## config.mk

```make
export PLATFORM = sky130hd
export DESIGN_NAME = operand_fetch_flat
export DESIGN_NICKNAME = d
export VERILOG_FILES = /design/src/rtl/operand_fetch_if.sv /design/src/rtl/operand_fetch.sv /design/src/flat_wrapper.sv
export SDC_FILE = /design/constraint.sdc
export NUM_CORES = 2
export LEC_CHECK = 0
export BUFFER_PORTS_ARGS = -buffer_cell sky130_fd_sc_hd__buf_2
export CAP_MARGIN = 30
export CORE_AREA = 2 2 548 550
export CTS_CLUSTER_DIAMETER = 120
export DETAILED_ROUTE_END_ITERATION = 10
export DIE_AREA = 0 0 550 552
export PLACE_DENSITY = 0.32
export SLEW_MARGIN = 20
export SYNTH_ARGS = -nofsm -noshare
export SYNTH_HDL_FRONTEND = slang
export SYNTH_SLANG_ARGS = --single-unit
export TNS_END_PERCENT = 100
```

## constraint.sdc

```tcl
create_clock -name clk -period 7.6 [get_ports clk]
set_clock_uncertainty 0.15 [all_clocks]
set_input_delay 1.52 -clock clk [delete_from_list [all_inputs] [get_ports clk]]
set_output_delay 1.52 -clock clk [all_outputs]
set_load 0.02 [all_outputs]
```

## src/rtl/operand_fetch_if.sv

```systemverilog
// Read-only view of the GPR file: the register file drives gpr[], operand fetch samples it combinationally.
interface gpr_if #(
    parameter int NREG = 32
);
    logic [31:0] gpr [NREG];

    modport master (output gpr);
    modport slave  (input  gpr);
endinterface

```

## src/rtl/operand_fetch.sv

```systemverilog
// Dual-lane operand fetch with a per-GPR write-latency scoreboard (RAW/WAW stall).
// Latency: 1 cycle from an accepted bundle to out_valid.
// Backpressure: in_ready drops on hazard, interlock or flush; interlock freezes outputs and scoreboard.
module operand_fetch #(
    parameter int NREG = 32,
    parameter int LATW = 3
) (
    input  logic            clk,
    input  logic            rstn,
    input  logic            interlock,
    input  logic            flush,
    input  logic            in_valid,
    output logic            in_ready,
    input  logic [31:0]     pc_in,
    input  logic [63:0]     inst_in,
    input  logic [4:0]      u_rs_a,
    input  logic [4:0]      u_rs_b,
    input  logic [4:0]      u_rd,
    input  logic [LATW-1:0] u_lat,
    input  logic [4:0]      l_rs_a,
    input  logic [4:0]      l_rs_b,
    input  logic [4:0]      l_rd,
    input  logic [LATW-1:0] l_lat,
    gpr_if.slave            gpr,
    output logic            out_valid,
    output logic [31:0]     pc_out,
    output logic [63:0]     inst_out,
    output logic [31:0]     u_opa,
    output logic [31:0]     u_opb,
    output logic [31:0]     l_opa,
    output logic [31:0]     l_opb,
    output logic [4:0]      u_rd_out,
    output logic [4:0]      l_rd_out,
    output logic            u_rd_flag,
    output logic            l_rd_flag,
    output logic            hazard
);
    localparam logic [LATW-1:0] ONE = LATW'(1);

    logic [LATW-1:0] r_cnt [NREG];
    logic            r_out_valid;
    logic [31:0]     r_pc;
    logic [63:0]     r_inst;
    logic [31:0]     r_u_opa, r_u_opb, r_l_opa, r_l_opb;
    logic [4:0]      r_u_rd, r_l_rd;
    logic            r_u_flag, r_l_flag;

    logic            w_raw, w_waw_u, w_waw_l, w_hazard, w_issue;
    logic            w_u_wr, w_l_wr;
    logic [LATW-1:0] w_u_ld, w_l_ld;

    assign w_u_wr   = (u_lat != '0);
    assign w_l_wr   = (l_lat != '0);
    assign w_raw    = (r_cnt[u_rs_a] != '0) || (r_cnt[u_rs_b] != '0) ||
                      (r_cnt[l_rs_a] != '0) || (r_cnt[l_rs_b] != '0);
    // A new write must not land before an older pending write to the same register.
    assign w_waw_u  = w_u_wr && (r_cnt[u_rd] > u_lat);
    assign w_waw_l  = w_l_wr && (r_cnt[l_rd] > l_lat);
    assign w_hazard = in_valid && (w_raw || w_waw_u || w_waw_l);
    assign w_issue  = in_valid && !w_hazard && !interlock && !flush;

    // Both lanes targeting one register: the later-landing write defines the counter.
    assign w_u_ld = (w_l_wr && (l_rd == u_rd) && (l_lat > u_lat)) ? l_lat : u_lat;
    assign w_l_ld = (w_u_wr && (l_rd == u_rd) && (u_lat > l_lat)) ? u_lat : l_lat;

    always_ff @(posedge clk) begin
        if (!rstn) begin
            for (int i = 0; i < NREG; i++) r_cnt[i] <= '0;
            r_out_valid <= 1'b0;
            r_pc        <= '0;
            r_inst      <= '0;
            r_u_opa     <= '0;
            r_u_opb     <= '0;
            r_l_opa     <= '0;
            r_l_opb     <= '0;
            r_u_rd      <= '0;
            r_l_rd      <= '0;
            r_u_flag    <= 1'b0;
            r_l_flag    <= 1'b0;
        end else if (!interlock) begin
            for (int i = 0; i < NREG; i++)
                r_cnt[i] <= (r_cnt[i] == '0) ? '0 : r_cnt[i] - ONE;
            r_out_valid <= w_issue;
            if (w_issue) begin
                if (w_u_wr) r_cnt[u_rd] <= w_u_ld;
                if (w_l_wr) r_cnt[l_rd] <= w_l_ld;
                r_pc     <= pc_in;
                r_inst   <= inst_in;
                r_u_opa  <= gpr.gpr[u_rs_a];
                r_u_opb  <= gpr.gpr[u_rs_b];
                r_l_opa  <= gpr.gpr[l_rs_a];
                r_l_opb  <= gpr.gpr[l_rs_b];
                r_u_rd   <= u_rd;
                r_l_rd   <= l_rd;
                r_u_flag <= w_u_wr;
                r_l_flag <= w_l_wr;
            end
        end
    end

    assign in_ready  = w_issue;
    assign hazard    = w_hazard;
    assign out_valid = r_out_valid;
    assign pc_out    = r_pc;
    assign inst_out  = r_inst;
    assign u_opa     = r_u_opa;
    assign u_opb     = r_u_opb;
    assign l_opa     = r_l_opa;
    assign l_opb     = r_l_opb;
    assign u_rd_out  = r_u_rd;
    assign l_rd_out  = r_l_rd;
    assign u_rd_flag = r_u_flag;
    assign l_rd_flag = r_l_flag;
endmodule
```

## src/flat_wrapper.sv

```systemverilog
// flat-port wrapper written by rule: the top's interface ports become plain ports
module operand_fetch_flat 
#(
    parameter int NREG = 32,
    parameter int LATW = 3
)
  (clk, rstn, interlock, flush, in_valid, in_ready, pc_in, inst_in, u_rs_a, u_rs_b, u_rd, u_lat, l_rs_a, l_rs_b, l_rd, l_lat, out_valid, pc_out, inst_out, u_opa, u_opb, l_opa, l_opb, u_rd_out, l_rd_out, u_rd_flag, l_rd_flag, hazard, gpr_gpr);
  gpr_if #(.NREG(NREG)) gpr_i ();
  input  logic clk;
  input  logic rstn;
  input  logic interlock;
  input  logic flush;
  input  logic in_valid;
  output logic in_ready;
  input  logic [31:0] pc_in;
  input  logic [63:0] inst_in;
  input  logic [4:0] u_rs_a;
  input  logic [4:0] u_rs_b;
  input  logic [4:0] u_rd;
  input  logic [LATW-1:0] u_lat;
  input  logic [4:0] l_rs_a;
  input  logic [4:0] l_rs_b;
  input  logic [4:0] l_rd;
  input  logic [LATW-1:0] l_lat;
  output logic out_valid;
  output logic [31:0] pc_out;
  output logic [63:0] inst_out;
  output logic [31:0] u_opa;
  output logic [31:0] u_opb;
  output logic [31:0] l_opa;
  output logic [31:0] l_opb;
  output logic [4:0] u_rd_out;
  output logic [4:0] l_rd_out;
  output logic u_rd_flag;
  output logic l_rd_flag;
  output logic hazard;
  input wire logic [$bits(gpr_i.gpr)-1:0] gpr_gpr;
  assign gpr_i.gpr = {>>{gpr_gpr}};
  operand_fetch #(.NREG(NREG), .LATW(LATW)) u_core (.clk(clk), .rstn(rstn), .interlock(interlock), .flush(flush), .in_valid(in_valid), .in_ready(in_ready), .pc_in(pc_in), .inst_in(inst_in), .u_rs_a(u_rs_a), .u_rs_b(u_rs_b), .u_rd(u_rd), .u_lat(u_lat), .l_rs_a(l_rs_a), .l_rs_b(l_rs_b), .l_rd(l_rd), .l_lat(l_lat), .gpr(gpr_i), .out_valid(out_valid), .pc_out(pc_out), .inst_out(inst_out), .u_opa(u_opa), .u_opb(u_opb), .l_opa(l_opa), .l_opb(l_opb), .u_rd_out(u_rd_out), .l_rd_out(l_rd_out), .u_rd_flag(u_rd_flag), .l_rd_flag(l_rd_flag), .hazard(hazard));
endmodule
```

==> impl_metrics.ini <==
[drt]
drt-total-wl_mm = 382.3
detailedRoute.firstIterationViolations = 5706
dr_total_vias = 50860
drt_drc_violations_left = 0
via_per_inst = 5.378
firstDrtPassIters = 7
drt.antenna.violating_nets = 0
wire_per_inst_um = 40.42

[layout]
multi_input_comb_area_sq_um = 42110
layout_commonest_cell = buf_2
final_layout_size_suffix_gt1_frac = 0.5806
fin_util = 0.2205
post_layout_net_count = 6470
seqCellArea_sq_um = 7627
layout_common_cells = buf_2, mux4_2, nand2_1, dfxtp_1, a21boi_1
syn_to_final_growth_pct = 26.37
n_fill_cell = 32580

[clocking]
clock_tree.htree_level_count = 2
hold_fix_buffers_cts = 0
cts_sinks = 333
postCtsSetupBuffers = 0
clkTransAtPathRegs_ns = 0.05
cts_made_buffers = 51
worst_skew_pair_latency_ns = 0.68
cts-resized-gates = 0
cts.path.max_buffers = 3
cts_tree = done
cts.root.buffer_cell = clkbuf_16

[synth]
synth-seq-area-share = 0.1465
postSynth.topFlopCell = dfxtp_1
asyncSetResetFlopFracSynth = 0
postSynthAreaPerCell_sq_um = 12.51
synthesis.nets = 5395
syn-cell-area_sq_um = 52050
yosys.cell_types.count = 74
yosys_register_bits = 333
postSynthCellCount = 4161
yosysWarningCount = 0
count_of_flip_flops_with_a_built_in_enable_after_synthesis = 96

[global_routing]
antenna_found_initial = 378
grt_pass1_vias = 49800
grt_overflow_total = 0
grt_start_max_net_pins = 153
wire_length_of_the_first_global_routing_pass_mm = 499.7
globalRouteTotalUtil = 0.2434

[worst_hold_path]
min-delay-path-class = reg -> reg

[critical_path]
crit_path_max_fanout = 16
start_kind = input pin
timing.critical_path.required_ns = 5.93
type_of_the_worst_setup_path = in -> out
crit_path_end_kind = output pin
worstPathArrival_ns = 5.47

[sta]
achievable-frequency_mhz = 140.0
finalHoldViolations = 0
finalWorstPathRequiredPeriod_ns = 7.141
layout_worst_path_cycle_share = 0.9396
timing.slew.headroom = 0.2838
timing.final.max_slew_violations = 0
timing.setup.tns_ns = 0
grt_setup_unrepaired = false
finalSetupViolCount = 0
worst-slew-pin-transition_ns = 1.074

[floorplan]
num_io_pins = 1400
die_x_um = 550
fp.dieH_um = 552
fp.coreArea_sq_um = 298300
num_rows = 201
initial_core_util = 0.1745
design.die.area_sq_um = 303600

[power_and_ir_drop]
leak_pwr_nw = 23.78
power-per-cell-area_nw_per_um2 = 130.3
worst_ir_drop_vdd_uv = 134.9

[outcome]
outcome = finished clean

[place]
numPortBuffers = 1399
place_hpwl_mm = 297.8
gp_congestion = 0.9576

[job]
maxCapViolations = 0
-- final cells by class --
cell class                 count  area share
multi-input combinational   3251      0.6403
clock buffer                  69     0.02199
antenna                      219    0.008332
tap                         3958     0.07530
sequential                   333      0.1160
inverter                      78    0.004604
clock inverter                27    0.006677
timing repair buffer        1521      0.1269
-- cells in the mapped netlist (all sizes together) (9+ instances only) --
cell type / instances / area share
a2111oi: 36 / 0.0061
a211oi: 9 / 0.0013
a21boi: 252 / 0.036
a21oi: 31 / 0.0030
a22oi: 109 / 0.016
and2: 34 / 0.0041
buf: 225 / 0.021
clkbuf: 274 / 0.020
dfxtp: 237 / 0.091
edfxtp: 96 / 0.055
ha: 73 / 0.018
inv: 77 / 0.0056
mux2: 72 / 0.016
mux2i: 107 / 0.021
mux4: 1349 / 0.58
nand2: 787 / 0.057
nand2b: 11 / 0.0013
nand4: 68 / 0.0082
nor2: 81 / 0.0058
nor3: 64 / 0.0063
nor3b: 19 / 0.0027
nor4: 19 / 0.0033
or2: 14 / 0.0017
-- logic make-up (layout without fill, tap and decap cells) --
family,after synthesis,after routing,share of synthesized area
flops,333,333,0.1465
other cells,0,219,0
buf+inv,577,1695,0.04611
mux,1528,1528,0.6199
simple gates,1143,1143,0.09657
fa+ha+maj,73,73,0.01755
xor+xnor,5,5,0.0008416
compound gates,502,502,0.07248
-- worst paths after layout --
path | start | endpoint | slack, ns | cells after the start
setup / recovery | l_rd[0] | in_ready | 0.46 | 14
hold / removal | u_core.inst_out[61]$_SDFFE_PN0P_ | u_core.inst_out[61]$_SDFFE_PN0P_ | 0.29 | 2
setup reg to reg | u_core.r_cnt[8][2]$_DFFE_PP_ | u_core.inst_out[38]$_SDFFE_PN0P_ | 2.34 | 15
hold reg to reg | u_core.inst_out[61]$_SDFFE_PN0P_ | u_core.inst_out[61]$_SDFFE_PN0P_ | 0.29 | 2
-- power breakdown --
group          internal, mW  leakage, nW  total, mW  switching [mW]
clock                  1.65        0.920       2.71            1.05
combinational          1.76         19.9       3.85            2.09
sequential             1.88         2.97       2.01           0.125
total                  5.30         23.8       8.57            3.27
-- metrics by stage --
| step | setup slack [ns] | hold WS [ns] | power, mW | instance area [sq um] | cells |
|---|---|---|---|---|---|
| global placement | 0.4619 | 0.2856 | 5.848 | 63130 | 9129 |
| global route | 0.2497 | 0.3114 | 8.893 | 65610 | 9392 |
| finish | 0.4590 | 0.2943 | 8.569 | 65770 | 9456 |
| CTS | 0.4470 | 0.2965 | 8.658 | 65090 | 9232 |
| detailed placement | 0.4566 | 0.2893 | 5.852 | 63210 | 9136 |
| floorplan | 0.2950 | 0.3778 | 4.132 | 52050 | 4161 |
-- worst max-delay path, stage by stage --
cell,delay [ns]
buf_2,0.46
buf_4,0.25
mux4_2,0.50
mux4_2,0.51
mux2_2,0.30
ha_1,0.19
a21oi_1,0.15
o21ai_0,0.10
a32o_1,0.26
nor4_4,0.35
nand4_1,0.25
buf_12,0.22
inv_8,0.07
buf_2,0.31
-- flip-flops by register name (all words and copies together) (netlist names) --
name,flops
u_core.l_opb,32
u_core.r_cnt,96
u_core.l_rd_out,5
u_core.u_rd_flag,1
u_core.u_opa,32
u_core.l_opa,32
u_core.u_rd_out,5
u_core.l_rd_flag,1
u_core.inst_out,64
u_core.out_valid,1
u_core.u_opb,32
u_core.pc_out,32
-- metal layers --
metal | vias up | wire length (um) | GRT usage
met4 | 160 | 17590 | 0.1088
met1 | 26890 | 150900 | 0.3058
li1 | 19860 | - | -
met2 | 3226 | 171700 | 0.3721
met5 | - | 1046 | 0
met3 | 724 | 41090 | 0.08769
Note: power is estimated with default switching activity, not from simulation.
